==> src/rtl/cpu_ma.sv <==
// -----------------------------------------------------------------------------
// cpu_ma -- RISC-V memory-access pipeline stage
//
// Consumes the EX->MA pipeline register, performs at most one data-memory
// access per instruction over a req/ack port, and registers the result
// toward WB. Also drives combinational forwarding and a stall toward the
// upstream stages.
//
// Handshake (dmem port): dmem_req_o is registered and, once raised, it and
// dmem_addr_o/dmem_we_o/dmem_wmask_o/dmem_wdata_o stay constant until the
// memory answers with a single-cycle dmem_ack_i (dmem_rdata_i valid in that
// same cycle). dmem_ack_i outside BUSY is ignored. Upstream must hold every
// *_i input stable while stall_async_o is high.
//
// Input encodings:
//   ma_mode_i : 0 = MA_X (no access), 1 = MA_LOAD, 2 = MA_STORE, 3 = no access
//   ma_size_i : 0 = B, 1 = H, 2 = W, 4 = BU, 5 = HU (bit 2 = zero-extend)
//   wb_src_i  : 1 = WB_SRC_MEM, every other code is a non-memory source
//
// Ports:
//   clk_i, reset_i           clock, asynchronous active-high reset
//   pc_i, ir_i               instruction identity from EX
//   ma_addr_i/mode/size/data access description and store data
//   wb_src_i/data_i/valid_i  write-back source, non-memory data, valid
//   dmem_*                   data-memory request port
//   wb_*_async_o             combinational forwarding toward EX/ID
//   empty_async_o            stage holds a NOP and no access is in flight
//   stall_async_o            hold upstream inputs stable
//   pc_o, ir_o, wb_data_o, wb_valid_o   registered results toward WB
//   trap_o, trap_cause_o     one-cycle trap pulse; cause 0 misaligned, 1 timeout
//   dbg_state_o              current FSM state (0 IDLE, 1 BUSY)
// -----------------------------------------------------------------------------
module cpu_ma #(
    parameter int unsigned DMEM_TIMEOUT = 0,
    parameter logic [31:0] NOP_PC       = 32'h0000_0000,
    parameter logic [31:0] NOP_IR       = 32'h0000_0013,
    parameter logic        NOP_WB_VALID = 1'b0
) (
    input  logic        clk_i,
    input  logic        reset_i,

    input  logic [31:0] pc_i,
    input  logic [31:0] ir_i,
    input  logic [31:0] ma_addr_i,
    input  logic [1:0]  ma_mode_i,
    input  logic [2:0]  ma_size_i,
    input  logic [31:0] ma_data_i,
    input  logic [1:0]  wb_src_i,
    input  logic [31:0] wb_data_i,
    input  logic        wb_valid_i,

    output logic        dmem_req_o,
    output logic        dmem_we_o,
    output logic [31:0] dmem_addr_o,
    output logic [3:0]  dmem_wmask_o,
    output logic [31:0] dmem_wdata_o,
    input  logic [31:0] dmem_rdata_i,
    input  logic        dmem_ack_i,

    output logic [4:0]  wb_addr_async_o,
    output logic [31:0] wb_data_async_o,
    output logic        wb_ready_async_o,
    output logic        wb_valid_async_o,
    output logic        empty_async_o,
    output logic        stall_async_o,

    output logic [31:0] pc_o,
    output logic [31:0] ir_o,
    output logic [31:0] wb_data_o,
    output logic        wb_valid_o,
    output logic        trap_o,
    output logic        trap_cause_o,

    output logic        dbg_state_o
);

    localparam logic [1:0] MA_LOAD    = 2'd1;
    localparam logic [1:0] MA_STORE   = 2'd2;
    localparam logic [1:0] SZ_B       = 2'd0;
    localparam logic [1:0] SZ_H       = 2'd1;
    localparam logic [1:0] WB_SRC_MEM = 2'd1;

    typedef enum logic {
        S_IDLE = 1'b0,
        S_BUSY = 1'b1
    } state_t;

    state_t      state_q;
    logic [31:0] tmo_cnt_q;

    // ------------------------------------------------------------------
    // Access decode
    // ------------------------------------------------------------------
    logic        is_load;
    logic        is_store;
    logic        mem_op;
    logic        misaligned;
    logic        busy;
    logic [1:0]  off;
    logic [3:0]  wmask_d;
    logic [31:0] wdata_d;
    logic [31:0] rshift;
    logic [31:0] ld_data_d;
    logic [31:0] tmo_cnt_d;
    logic        tmo_fire;

    always_comb begin
        is_load  = (ma_mode_i == MA_LOAD);
        is_store = (ma_mode_i == MA_STORE);
        mem_op   = is_load || is_store;
        busy     = (state_q == S_BUSY);
        off      = ma_addr_i[1:0];

        // Size code 3 is undefined and behaves as a word access.
        case (ma_size_i[1:0])
            SZ_B:    misaligned = 1'b0;
            SZ_H:    misaligned = off[0];
            default: misaligned = (off != 2'b00);
        endcase
    end

    // Store lane steering: data is replicated across the word so the
    // write mask alone selects which lanes land in memory.
    always_comb begin
        case (ma_size_i[1:0])
            SZ_B: begin
                wmask_d = 4'b0001 << off;
                wdata_d = {4{ma_data_i[7:0]}};
            end
            SZ_H: begin
                wmask_d = 4'b0011 << off;
                wdata_d = {2{ma_data_i[15:0]}};
            end
            default: begin
                wmask_d = 4'b1111;
                wdata_d = ma_data_i;
            end
        endcase
    end

    // Load formatting: bring the addressed byte/half down to bit 0, then
    // extend. Word loads are always aligned, so the shift is zero there.
    always_comb begin
        rshift = dmem_rdata_i >> {off, 3'b000};
        case (ma_size_i[1:0])
            SZ_B:    ld_data_d = {{24{rshift[7]  & ~ma_size_i[2]}}, rshift[7:0]};
            SZ_H:    ld_data_d = {{16{rshift[15] & ~ma_size_i[2]}}, rshift[15:0]};
            default: ld_data_d = rshift;
        endcase
    end

    // Timeout fires in the BUSY cycle whose wait would bring the count of
    // ack-less BUSY cycles up to DMEM_TIMEOUT.
    always_comb begin
        tmo_cnt_d = tmo_cnt_q + 32'd1;
        tmo_fire  = (DMEM_TIMEOUT != 0) && busy && !dmem_ack_i &&
                    (tmo_cnt_d == DMEM_TIMEOUT);
    end

    // ------------------------------------------------------------------
    // Forwarding and stall
    // ------------------------------------------------------------------
    always_comb begin
        wb_addr_async_o  = ir_i[11:7];
        wb_valid_async_o = wb_valid_i;
        wb_data_async_o  = (busy && dmem_ack_i && is_load) ? ld_data_d : wb_data_i;
        wb_ready_async_o = (wb_src_i != WB_SRC_MEM) || (busy && dmem_ack_i);
        empty_async_o    = (pc_i == NOP_PC) && !busy;
        dbg_state_o      = state_q;

        // The stall also drops in the aborting cycle so the trapped
        // instruction leaves the stage instead of being re-issued.
        if (busy)
            stall_async_o = !dmem_ack_i && !tmo_fire;
        else
            stall_async_o = mem_op && !misaligned;
    end

    // ------------------------------------------------------------------
    // FSM and registered outputs
    // ------------------------------------------------------------------
    always_ff @(posedge clk_i or posedge reset_i) begin
        if (reset_i) begin
            state_q      <= S_IDLE;
            tmo_cnt_q    <= '0;
            dmem_req_o   <= 1'b0;
            dmem_we_o    <= 1'b0;
            dmem_addr_o  <= '0;
            dmem_wmask_o <= '0;
            dmem_wdata_o <= '0;
            pc_o         <= NOP_PC;
            ir_o         <= NOP_IR;
            wb_data_o    <= '0;
            wb_valid_o   <= NOP_WB_VALID;
            trap_o       <= 1'b0;
            trap_cause_o <= 1'b0;
        end else begin
            trap_o <= 1'b0;

            if (state_q == S_IDLE) begin
                tmo_cnt_q <= '0;
                if (mem_op && !misaligned) begin
                    // Launch the access; WB sees a bubble until it completes.
                    state_q      <= S_BUSY;
                    dmem_req_o   <= 1'b1;
                    dmem_we_o    <= is_store;
                    dmem_addr_o  <= {ma_addr_i[31:2], 2'b00};
                    dmem_wmask_o <= is_store ? wmask_d : 4'b0000;
                    dmem_wdata_o <= is_store ? wdata_d : 32'h0;
                    pc_o         <= NOP_PC;
                    ir_o         <= NOP_IR;
                    wb_valid_o   <= 1'b0;
                end else if (mem_op) begin
                    // Misaligned: no bus traffic, instruction retires as a trap.
                    pc_o         <= pc_i;
                    ir_o         <= ir_i;
                    wb_data_o    <= wb_data_i;
                    wb_valid_o   <= 1'b0;
                    trap_o       <= 1'b1;
                    trap_cause_o <= 1'b0;
                end else begin
                    pc_o       <= pc_i;
                    ir_o       <= ir_i;
                    wb_data_o  <= wb_data_i;
                    wb_valid_o <= wb_valid_i;
                end
            end else begin
                if (dmem_ack_i) begin
                    state_q      <= S_IDLE;
                    tmo_cnt_q    <= '0;
                    dmem_req_o   <= 1'b0;
                    dmem_we_o    <= 1'b0;
                    dmem_wmask_o <= 4'b0000;
                    pc_o         <= pc_i;
                    ir_o         <= ir_i;
                    wb_data_o    <= is_load ? ld_data_d : wb_data_i;
                    wb_valid_o   <= wb_valid_i;
                end else if (tmo_fire) begin
                    // Abort: any ack arriving later lands in IDLE and is ignored.
                    state_q      <= S_IDLE;
                    tmo_cnt_q    <= '0;
                    dmem_req_o   <= 1'b0;
                    dmem_we_o    <= 1'b0;
                    dmem_wmask_o <= 4'b0000;
                    pc_o         <= pc_i;
                    ir_o         <= ir_i;
                    wb_data_o    <= wb_data_i;
                    wb_valid_o   <= 1'b0;
                    trap_o       <= 1'b1;
                    trap_cause_o <= 1'b1;
                end else begin
                    tmo_cnt_q  <= tmo_cnt_d;
                    pc_o       <= NOP_PC;
                    ir_o       <= NOP_IR;
                    wb_valid_o <= 1'b0;
                end
            end
        end
    end

endmodule

==> config.mk <==
export PLATFORM = sky130hd
export DESIGN_NAME = cpu_ma
export DESIGN_NICKNAME = d
export VERILOG_FILES = /design/src/rtl/cpu_ma.sv
export SDC_FILE = /design/constraint.sdc
export NUM_CORES = 1
export LEC_CHECK = 0
export ABC_AREA = 1
export BUFFER_PORTS_ARGS = -buffer_cell sky130_fd_sc_hd__buf_2
export CAP_MARGIN = 40
export CORE_MARGIN = 8
export CORE_UTILIZATION = 34
export DETAILED_ROUTE_END_ITERATION = 12
export SLEW_MARGIN = 0
export SYNTH_ARGS = -nofsm -noshare
export SYNTH_HDL_FRONTEND = slang
export SYNTH_SLANG_ARGS = --single-unit
==> constraint.sdc <==
create_clock -name clk_i -period 9.14 [get_ports clk_i]
set_input_delay 1.828 -clock clk_i [delete_from_list [all_inputs] [get_ports clk_i]]
set_output_delay 1.828 -clock clk_i [all_outputs]
set_load 0.005 [all_outputs]
* After elaboration in Yosys (flattened, before gate mapping)
Index checks and enable logic that the tools add are counted.
** Storage, ports and cells
- Bits of input ports :: 203
- Bits in registers :: 167
- Output and inout port bits :: 211
** Cells by class
- Reduce and logical (&&, ||, !) cells :: 16
- Shifts and indexed selects :: 3
- Multiplexer cells :: 36
- Equal/unequal tests :: 6
- Bitwise logic cells :: 4
** Operators by type and width (count)
- $mux W32 :: 12
- $pmux W32 S2 :: 2
- $logic_not A32 Y1 :: 1
- $shr A32 B5 Y32 :: 1
- $mux W1 :: 16
- $mux W4 :: 4
- $pmux W4 S2 :: 1
- $reduce_and A2 Y1 :: 3
- $eq A2 B1 Y1 const B :: 2
- $logic_and A1 B1 Y1 :: 4
- $ne A2 B2 Y1 const B :: 2
- $reduce_bool A2 Y1 :: 2
- $shl A1 B2 Y4 const A :: 1
- $shl A2 B2 Y4 const A :: 1
- $logic_not A1 Y1 :: 3
- $and A1 B1 Y1 :: 2
- $eq A2 B2 Y1 const B :: 1
- $logic_not A2 Y1 :: 1
- $logic_or A1 B1 Y1 :: 2
- $ne A2 B1 Y1 const B :: 1
- $not A1 Y1 :: 2
- $pmux W1 S2 :: 1

* Depth between registers and ports, before layout
Gate-level depths: netlist (run 1).
- Depth after elaboration :: 6
- Mapped depth :: 11

* Worst setup path before layout (run 1)
OpenSTA, ideal clock, no wires.
- Path type :: in2out
- From :: input port ma_mode_i[0]
- To :: output port stall_async_o
- Path buffers :: 2
- Slack :: 4.419 ns
- Arrival time :: 2.893 ns
- Stages on the path :: 7
- Path through :: inv_1 -> ha_1 -> nor2_1 -> nand3_4 -> nand2_2 -> buf_6 -> buf_6
** On the way
- Longest elaborated chain between the ends :: 4
- Elaborated cells on any way between the ends :: 5
- Classes of those cells :: 2 x eq/ne; 1 x mux; 2 x reduce/logical
** Ends and longest elaborated chain
- start: declaration :: line 45 : input logic [1:0] ma_mode_i,
- $eq A2 B1 Y1 / $eq A2 B2 Y1 (equally long branches) :: line 108, 109
- $logic_or A1 B1 Y1 (*) :: line 110 : mem_op = is_load || is_store;
- $logic_and A1 B1 Y1 (*) :: line 176 : stall_async_o = mem_op && !misaligned;
- $mux W1 (*) :: line 173 : if (busy)
- end: declaration :: line 65 : output logic stall_async_o,
Mark *: on every way between the ends. The rest lies on a longest branch, timed or not.

* Worst setup path after layout (run 1)
- From :: input port ma_addr_i[0]
- To :: output port wb_data_async_o[27]
** On the way
- Longest elaborated chain between the ends :: 4
- Elaborated cells on any way between the ends :: 5
- Classes of those cells :: 1 x shift; 2 x mux; 2 x bitwise
** Ends and longest elaborated chain
- start: declaration :: line 44 : input logic [31:0] ma_addr_i,
- $shr A32 B5 Y32 (*) :: line 144 : rshift = dmem_rdata_i >> {off, 3'b000};
- $and A1 B1 Y1 (on tied branches) :: line 147, 146
- $pmux W32 S2 (*) :: line 145 : case (ma_size_i[1:0])
- $mux W32 (*) :: line 166 : wb_data_async_o = (busy && dmem_ack_i && is_load) ? ld_data_d : wb_data_i;
- end: declaration :: line 61 : output logic [31:0] wb_data_async_o,
Marks and branches as above.

==> flow_metrics.env, run 1 <==
export IMPL_synth_cells=1060
export IMPL_synth_main_ff_cell="dfrtp_1"
export IMPL_placed_cell_area_mm2=0.0102
export IMPL_status="finished clean"
export IMPL_rrSetupSlack_ns=6.18
export IMPL_routed_wirelength_um=31200
export IMPL_synthArstFlopShare_pct=100
export IMPL_cts_sinks=167
export IMPL_crit_arrival_ns=4.31
export IMPL_leakage_nw=6.38
export IMPL_grt_pass1_vias=8184
export IMPL_via_per_inst=4.62
export IMPL_cts_resized_gates=0
export IMPL_drc=0
export IMPL_hold_class="flop to flop"
export IMPL_whs_endpoint="dmem_addr_o[31]"
export IMPL_routabilityCongestion=0.876
export IMPL_cts_tree="yes"
export IMPL_cp_start_kind="input port"
export IMPL_antenna_found_initial=4
export IMPL_worst_pin_slew_ns=0.859
export IMPL_fmax_ghz=0.163
export IMPL_wl_per_cell_um=17.7
export IMPL_r2r_start="dbg_state_o"
export IMPL_multi_input_area_mm2=0.00314
export IMPL_hpwlAfterDp_um=24200
export IMPL_first_pass_iters=5
export IMPL_die_y_um=170
export IMPL_ios=414
export IMPL_finalCritPeriodShare_pct=67.1
export IMPL_syn_to_final_growth_pct=34.6
export IMPL_start_util_pct=34.4
export IMPL_ys_types=32
export IMPL_clock_latency_ns=0.43
export IMPL_synth_top_area_cell="dfrtp_1"
export IMPL_post_cts_buffers=0
export IMPL_slowest_stage="nand3_2"
export IMPL_htree_levels=4
export IMPL_hold_start="dmem_addr_o[31]"
export IMPL_cts_hold_buf=0
export IMPL_yosysSeqAreaShare_pct=51.9
export IMPL_synth_top_area_share_pct=50.9
export IMPL_setup_worst_path_class="input port to output pin"
export IMPL_fp_dieW_um=170
export IMPL_slew_viol_final=0
export IMPL_vias=8151
export IMPL_cts_root_buf="clkbuf_16"
export IMPL_clockBufferDepth=2
export IMPL_endpoint_kind="output pin"
export IMPL_maxCapViolations=0
export IMPL_yosysMostFrequentCell="nand2_1"
export IMPL_fin_setup_tns_ns=0
export IMPL_grt_max_degree=79
export IMPL_ys_warn_count=0
export IMPL_rows=56
export IMPL_layout_min_cycle_time_ns=6.14
export IMPL_regArea_mm2=0.00418
export IMPL_max_stage_delay_ns=0.52
export IMPL_avgSynthCellArea_um2=7.60
export IMPL_clock_skew_final_ns=0.0160
export IMPL_worst_path_max_fanout=33
export IMPL_numPortBuffers=410
export IMPL_final_nets=1636
export IMPL_synth_seq_cells=167
export IMPL_reg2reg_depth=7
export IMPL_synthTopCellsByCount="435 x nand2_1, 164 x dfrtp_1, 103 x nor2_1"
export IMPL_slew_headroom_pct=42.5
export IMPL_path_clk_slew_ns=0.07
export IMPL_die_area_mm2=0.0289
export IMPL_synth_edf_count=0
export IMPL_grt_pass1_wl_um=47100
export IMPL_hold_path_cell_count=2
export IMPL_power_mw=2.25
export IMPL_ir_drop_uv=128
export IMPL_drt_iter0_drc=686
export IMPL_hold_viol=0
export IMPL_crit_required_ns=7.31
export IMPL_r2r_end="wb_data_o[11]"
export IMPL_fin_area_mm2=0.0108
export IMPL_grt_total_usage_pct=21.0
export IMPL_crit_top_cell="nand2_1"
export IMPL_yosys_top_cells_area="dfrtp_1 51%, nand2_1 20%, nand3_1 4.9%, nor2_1 4.8%, inv_1 4.0%"
export IMPL_fillCellCount=2493
export IMPL_p_per_area_mw_per_mm2=207
export IMPL_cts_buffers=17
export IMPL_rsz0062_at_grt="false"
export IMPL_setup_viol=0
export IMPL_layout_drive_gt1_share_pct=32.5
export IMPL_grt_ovfl_total=0
export IMPL_path_cells="buf_2 -> inv_1 -> buf_4 -> nand2_1 -> nand3_1 -> nand3_2 -> nand2_1 -> inv_2 -> nand2_1 -> nand2_1 -> nand2_1 -> buf_2"
export IMPL_drt_antenna_violating_nets=0
export IMPL_core_mm2=0.0234
export IMPL_netlist_area_mm2=0.00806
[critical path, delay by kind of cell]
kind / cells / cell delay [ns]
buffers and inverters: 5 / 1.22
and+or+nand+nor: 7 / 1.21
[logic make-up (layout without fill, tap and decap cells)]
logic type      after synthesis  after routing  synth area share (%)
compound gates               75             75                  5.06
fa+ha+maj                     2              2                 0.311
buf+inv                     159            541                  9.35
flops                       167            167                  51.9
mux                           1              1                 0.124
other cells                   1              4                0.0465
simple gates                655            655                  33.2
[cell usage in the layout (no fill, tap or decap), types with 3 or more instances in the layout]
master | netlist | routed
a21oi_1 | 3 | 3
buf_2 | 27 | 410
buf_4 | 14 | 6
clkbuf_16 | 0 | 17
clkinv_8 | 0 | 4
conb_1 | 1 | 3
dfrtp_1 | 164 | 164
dfstp_2 | 3 | 3
inv_1 | 85 | 84
inv_2 | 5 | 5
inv_8 | 0 | 5
nand2_1 | 435 | 435
nand2_2 | 4 | 3
nand3_1 | 79 | 79
nand4_1 | 21 | 21
nor2_1 | 103 | 102
o21ai_0 | 43 | 43
o21ai_1 | 19 | 19
o221ai_1 | 7 | 7
or2_1 | 3 | 3
[sequential cells by signal, summed over array words and instances (netlist names)]
register,count
dmem_addr_o,30
pc_o,32
dmem_wmask_o,4
wb_valid_o,1
dmem_we_o,1
wb_data_o,32
dbg_state_o,1
ir_o,32
dmem_req_o,1
trap_o,1
dmem_wdata_o,32
[routing by layer]
metal  global-route usage (%)  vias to the layer above  wire (um)
met5                        0                        -         35
met4                     6.06                        6        637
met3                     6.28                       39       2570
met2                     35.8                      339      15200
met1                     25.3                     3743      12700
li1                         -                     4024          -
[layout make-up]
type,instances,share of cell area (%)
well taps,319,3.68
clock inverters,15,1.86
flip-flops and latches,167,38.6
diodes,1,0.0231
inverters,91,3.22
repair buffers,418,19.8
clock buffers,17,3.92
multi-input cells,736,28.9
[report_power, final]
group	leakage, nW	internal, mW	switching [mW]
logic	3.98	0.221	0.328
clock network	0.302	0.399	0.354
registers	2.10	0.878	0.0655
[worst max path at each step]
stage | from | end | slack, ns
after global placement | ma_addr_i[0] | wb_data_async_o[28] | 3.12
after CTS | ma_addr_i[0] | wb_data_async_o[16] | 3.02
after detailed placement | ma_addr_i[0] | wb_data_async_o[16] | 3.01
after global routing | ma_addr_i[0] | wb_data_async_o[16] | 2.73
after floorplan | reset_i | dbg_state_o | 2.80
final | ma_addr_i[0] | wb_data_async_o[27] | 3.00
[through the flow]
stage               worst slack, ns  hold slack [ns]  utilization, %  cells
floorplan                      2.80            0.472               -   1062
global placement               3.12            0.456            43.4   1729
detailed placement             3.01            0.461            43.7   1731
CTS                            3.02            0.479            46.3   1763
global route                   2.73            0.500            46.4   1764
finish                         3.00            0.474            46.4   1764
(Power assumes the default switching activity.)
==> inputs of run 2 (changes only) <==
--- a/config.mk
+++ b/config.mk
@@ -5,7 +5,7 @@
 export SDC_FILE = /design/constraint.sdc
 export NUM_CORES = 1
 export LEC_CHECK = 0
-export ABC_AREA = 1
+export ABC_AREA = 0
 export BUFFER_PORTS_ARGS = -buffer_cell sky130_fd_sc_hd__buf_2
 export CAP_MARGIN = 40
 export CORE_MARGIN = 8
==> constraint.sdc (replaced) <==
create_clock -name clk_i -period 5.7 [get_ports clk_i]
set_input_delay 1.14 -clock clk_i [delete_from_list [all_inputs] [get_ports clk_i]]
set_output_delay 1.14 -clock clk_i [all_outputs]
set_load 0.005 [all_outputs]
==> flow_metrics.env, run 2 <==
export IMPL_final_nets=1413
export IMPL_syn_to_final_growth_pct=36.1
export IMPL_fp_dieW_um=168
export IMPL_wl_per_cell_um=19.2
export IMPL_hold_slack_ns=0.461
export IMPL_layout_common_cells="410 x buf_2, 241 x nand2_1, 164 x dfrtp_1"
export IMPL_slew_viol_final=0
export IMPL_ys_types=48
export IMPL_layout_min_cycle_time_ns=4.32
export IMPL_clock_skew_final_ns=0.0175
export IMPL_drc=0
export IMPL_netSwitchingFraction_pct=29.9
export IMPL_rows=55
export IMPL_fin_area_mm2=0.0106
export IMPL_synth_edf_count=0
export IMPL_slew_headroom_pct=41.2
export IMPL_utilization_pct=47.1
export IMPL_synth_cells=834
export IMPL_hpwlAfterDp_um=22500
export IMPL_layout_drive_gt1_share_pct=39.4
export IMPL_cts_resized_gates=0
export IMPL_worst_path_max_fanout=32
export IMPL_reg2reg_depth=5
export IMPL_hold_viol=0
export IMPL_via_per_inst=4.83
export IMPL_r2r_end="dmem_wdata_o[29]"
export IMPL_yosysSeqAreaShare_pct=53.5
export IMPL_post_cts_buffers=0
export IMPL_routabilityCongestion=0.838
export IMPL_htree_levels=4
export IMPL_whs_endpoint="dmem_wdata_o[12]"
export IMPL_regArea_mm2=0.00418
export IMPL_start_util_pct=34.6
export IMPL_die_area_mm2=0.0281
export IMPL_numPortBuffers=410
export IMPL_path_cells="buf_2 -> mux4_2 -> o2bb2ai_4 -> o21ai_4 -> o22a_1 -> buf_2"
export IMPL_synth_main_ff_cell="dfrtp_1"
export IMPL_ir_drop_uv=169
export IMPL_final_common_cell="buf_2"
export IMPL_fillCellCount=2265
export IMPL_cts_tree="yes"
export IMPL_core_mm2=0.0226
export IMPL_pwr_share_comb_pct=23.0
export IMPL_power_mw=3.57
export IMPL_grt_ovfl_total=0
export IMPL_routed_wirelength_um=28900
export IMPL_grt_pass1_vias=7586
export IMPL_ys_warn_count=0
export IMPL_cp_start_kind="input port"
export IMPL_maxCapViolations=0
export IMPL_fmax_ghz=0.231
export IMPL_fin_setup_tns_ns=0
export IMPL_hold_path_cell_count=2
export IMPL_max_stage_delay_ns=0.67
export IMPL_synth_top_area_share_pct=52.5
export IMPL_rsz0062_at_grt="false"
export IMPL_antenna_found_initial=6
export IMPL_synth_seq_cells=167
export IMPL_power_frac_seq_pct=41.7
export IMPL_hold_class="flop to flop"
export IMPL_placed_cell_area_mm2=0.00998
export IMPL_slowest_stage="mux4_2"
export IMPL_setup_viol=0
export IMPL_r2r_start="dbg_state_o"
export IMPL_vias=7286
export IMPL_grt_total_usage_pct=20.2
export IMPL_power_frac_clock_pct=35.3
export IMPL_cts_buffers=17
export IMPL_yosys_top_cells_area="dfrtp_1 53%, nand2_1 12%, and2_1 5.0%, mux2i_1 5.0%, nand3_1 3.8%"
export IMPL_status="finished clean"
export IMPL_die_y_um=168
export IMPL_p_per_area_mw_per_mm2=336
export IMPL_cts_root_buf="clkbuf_16"
export IMPL_grt_pass1_wl_um=44800
export IMPL_yosysMostFrequentCell="nand2_1"
export IMPL_rrSetupSlack_ns=3.32
export IMPL_crit_required_ns=4.56
export IMPL_hold_start="dmem_wdata_o[12]"
export IMPL_netlist_area_mm2=0.00781
export IMPL_leakage_nw=5.74
export IMPL_grt_max_degree=97
export IMPL_synth_top_area_cell="dfrtp_1"
export IMPL_worst_pin_slew_ns=0.881
export IMPL_synthArstFlopShare_pct=100
export IMPL_clock_latency_ns=0.42
export IMPL_cts_hold_buf=0
export IMPL_path_clk_slew_ns=0.06
export IMPL_endpoint_kind="output pin"
export IMPL_setup_worst_path_class="input port to output pin"
export IMPL_first_pass_iters=5
export IMPL_cts_sinks=167
export IMPL_drt_antenna_violating_nets=0
export IMPL_drt_iter0_drc=463
export IMPL_multi_input_area_mm2=0.00330
export IMPL_finalCritPeriodShare_pct=75.8
export IMPL_clockBufferDepth=2
export IMPL_crit_arrival_ns=3.18
export IMPL_crit_top_cell="buf_2"
export IMPL_p_int_mw=2.50
export IMPL_avgSynthCellArea_um2=9.37
export IMPL_switching_power_mw=1.07
export IMPL_synthTopCellsByCount="241 x nand2_1, 164 x dfrtp_1, 63 x and2_1"
export IMPL_ios=414
==> run 2: layout make-up <==
type,instances,area share [%]
Clock buffer,18,4.04
Clock inverter,13,2.00
Tap cell,285,3.35
Inverter,5,0.224
Sequential cell,167,39.4
Timing Repair Buffer,418,19.9
Antenna cell,4,0.0942
Multi-Input combinational cell,599,31.1
==> run 2: power by group through the flow <==
stage               Clock, mW  Combinational [mW]  Sequential [mW]
floorplan                   0               0.360             1.53
global placement            0               0.833             1.50
detailed placement          0               0.840             1.51
CTS                      1.30               0.841             1.49
global route             1.35               0.920             1.51
finish                   1.26               0.821             1.49
==> run 2: worst max path at each step <==
stage | start | endpoint | slack, ns | cells after the start
2_1_floorplan | reset_i | dbg_state_o | 0.05 | 1
3_3_place_gp | ma_addr_i[1] | wb_data_async_o[21] | 1.40 | 6
3_5_place_dp | ma_addr_i[1] | wb_data_async_o[21] | 1.39 | 6
4_1_cts | ma_addr_i[1] | wb_data_async_o[21] | 1.39 | 6
5_1_grt | ma_addr_i[1] | wb_data_async_o[21] | 1.30 | 6
6_report | ma_addr_i[1] | wb_data_async_o[21] | 1.38 | 6
==> run 2: cell families (layout without fill, tap and decap cells) <==
| family | Yosys count | in the layout | share of synthesized area, % |
|---|---|---|---|
| AO/OA/AOI/OAI | 91 | 91 | 8.04 |
| other | 1 | 7 | 0.0480 |
| flip-flops | 167 | 167 | 53.5 |
| multiplexers | 56 | 56 | 7.59 |
| buffers and inverters | 70 | 454 | 4.45 |
| XOR/XNOR | 1 | 1 | 0.112 |
| adder cells (fa/ha/maj) | 2 | 2 | 0.320 |
| AND/OR/NAND/NOR | 446 | 446 | 25.9 |
==> run 2: stage by stage <==
stage	cells	setup WS, ns
after detailed placement	1474	1.39
final	1509	1.38
after floorplan	836	0.0466
after global placement	1474	1.40
after global routing	1509	1.30
after CTS	1505	1.39
==> run 2: critical path: cells and delay by family <==
| family | cells | cell delay, ns |
|---|---|---|
| buffers and inverters | 2 | 0.69 |
| AO/OA/AOI/OAI | 3 | 0.65 |
| multiplexers | 1 | 0.67 |
==> run 2: metal layers <==
layer	part of all wire, %	track usage [%]
met5	0.080	0
met4	3.0	8.31
met3	8.1	7.05
met2	48	33.1
met1	41	23.9
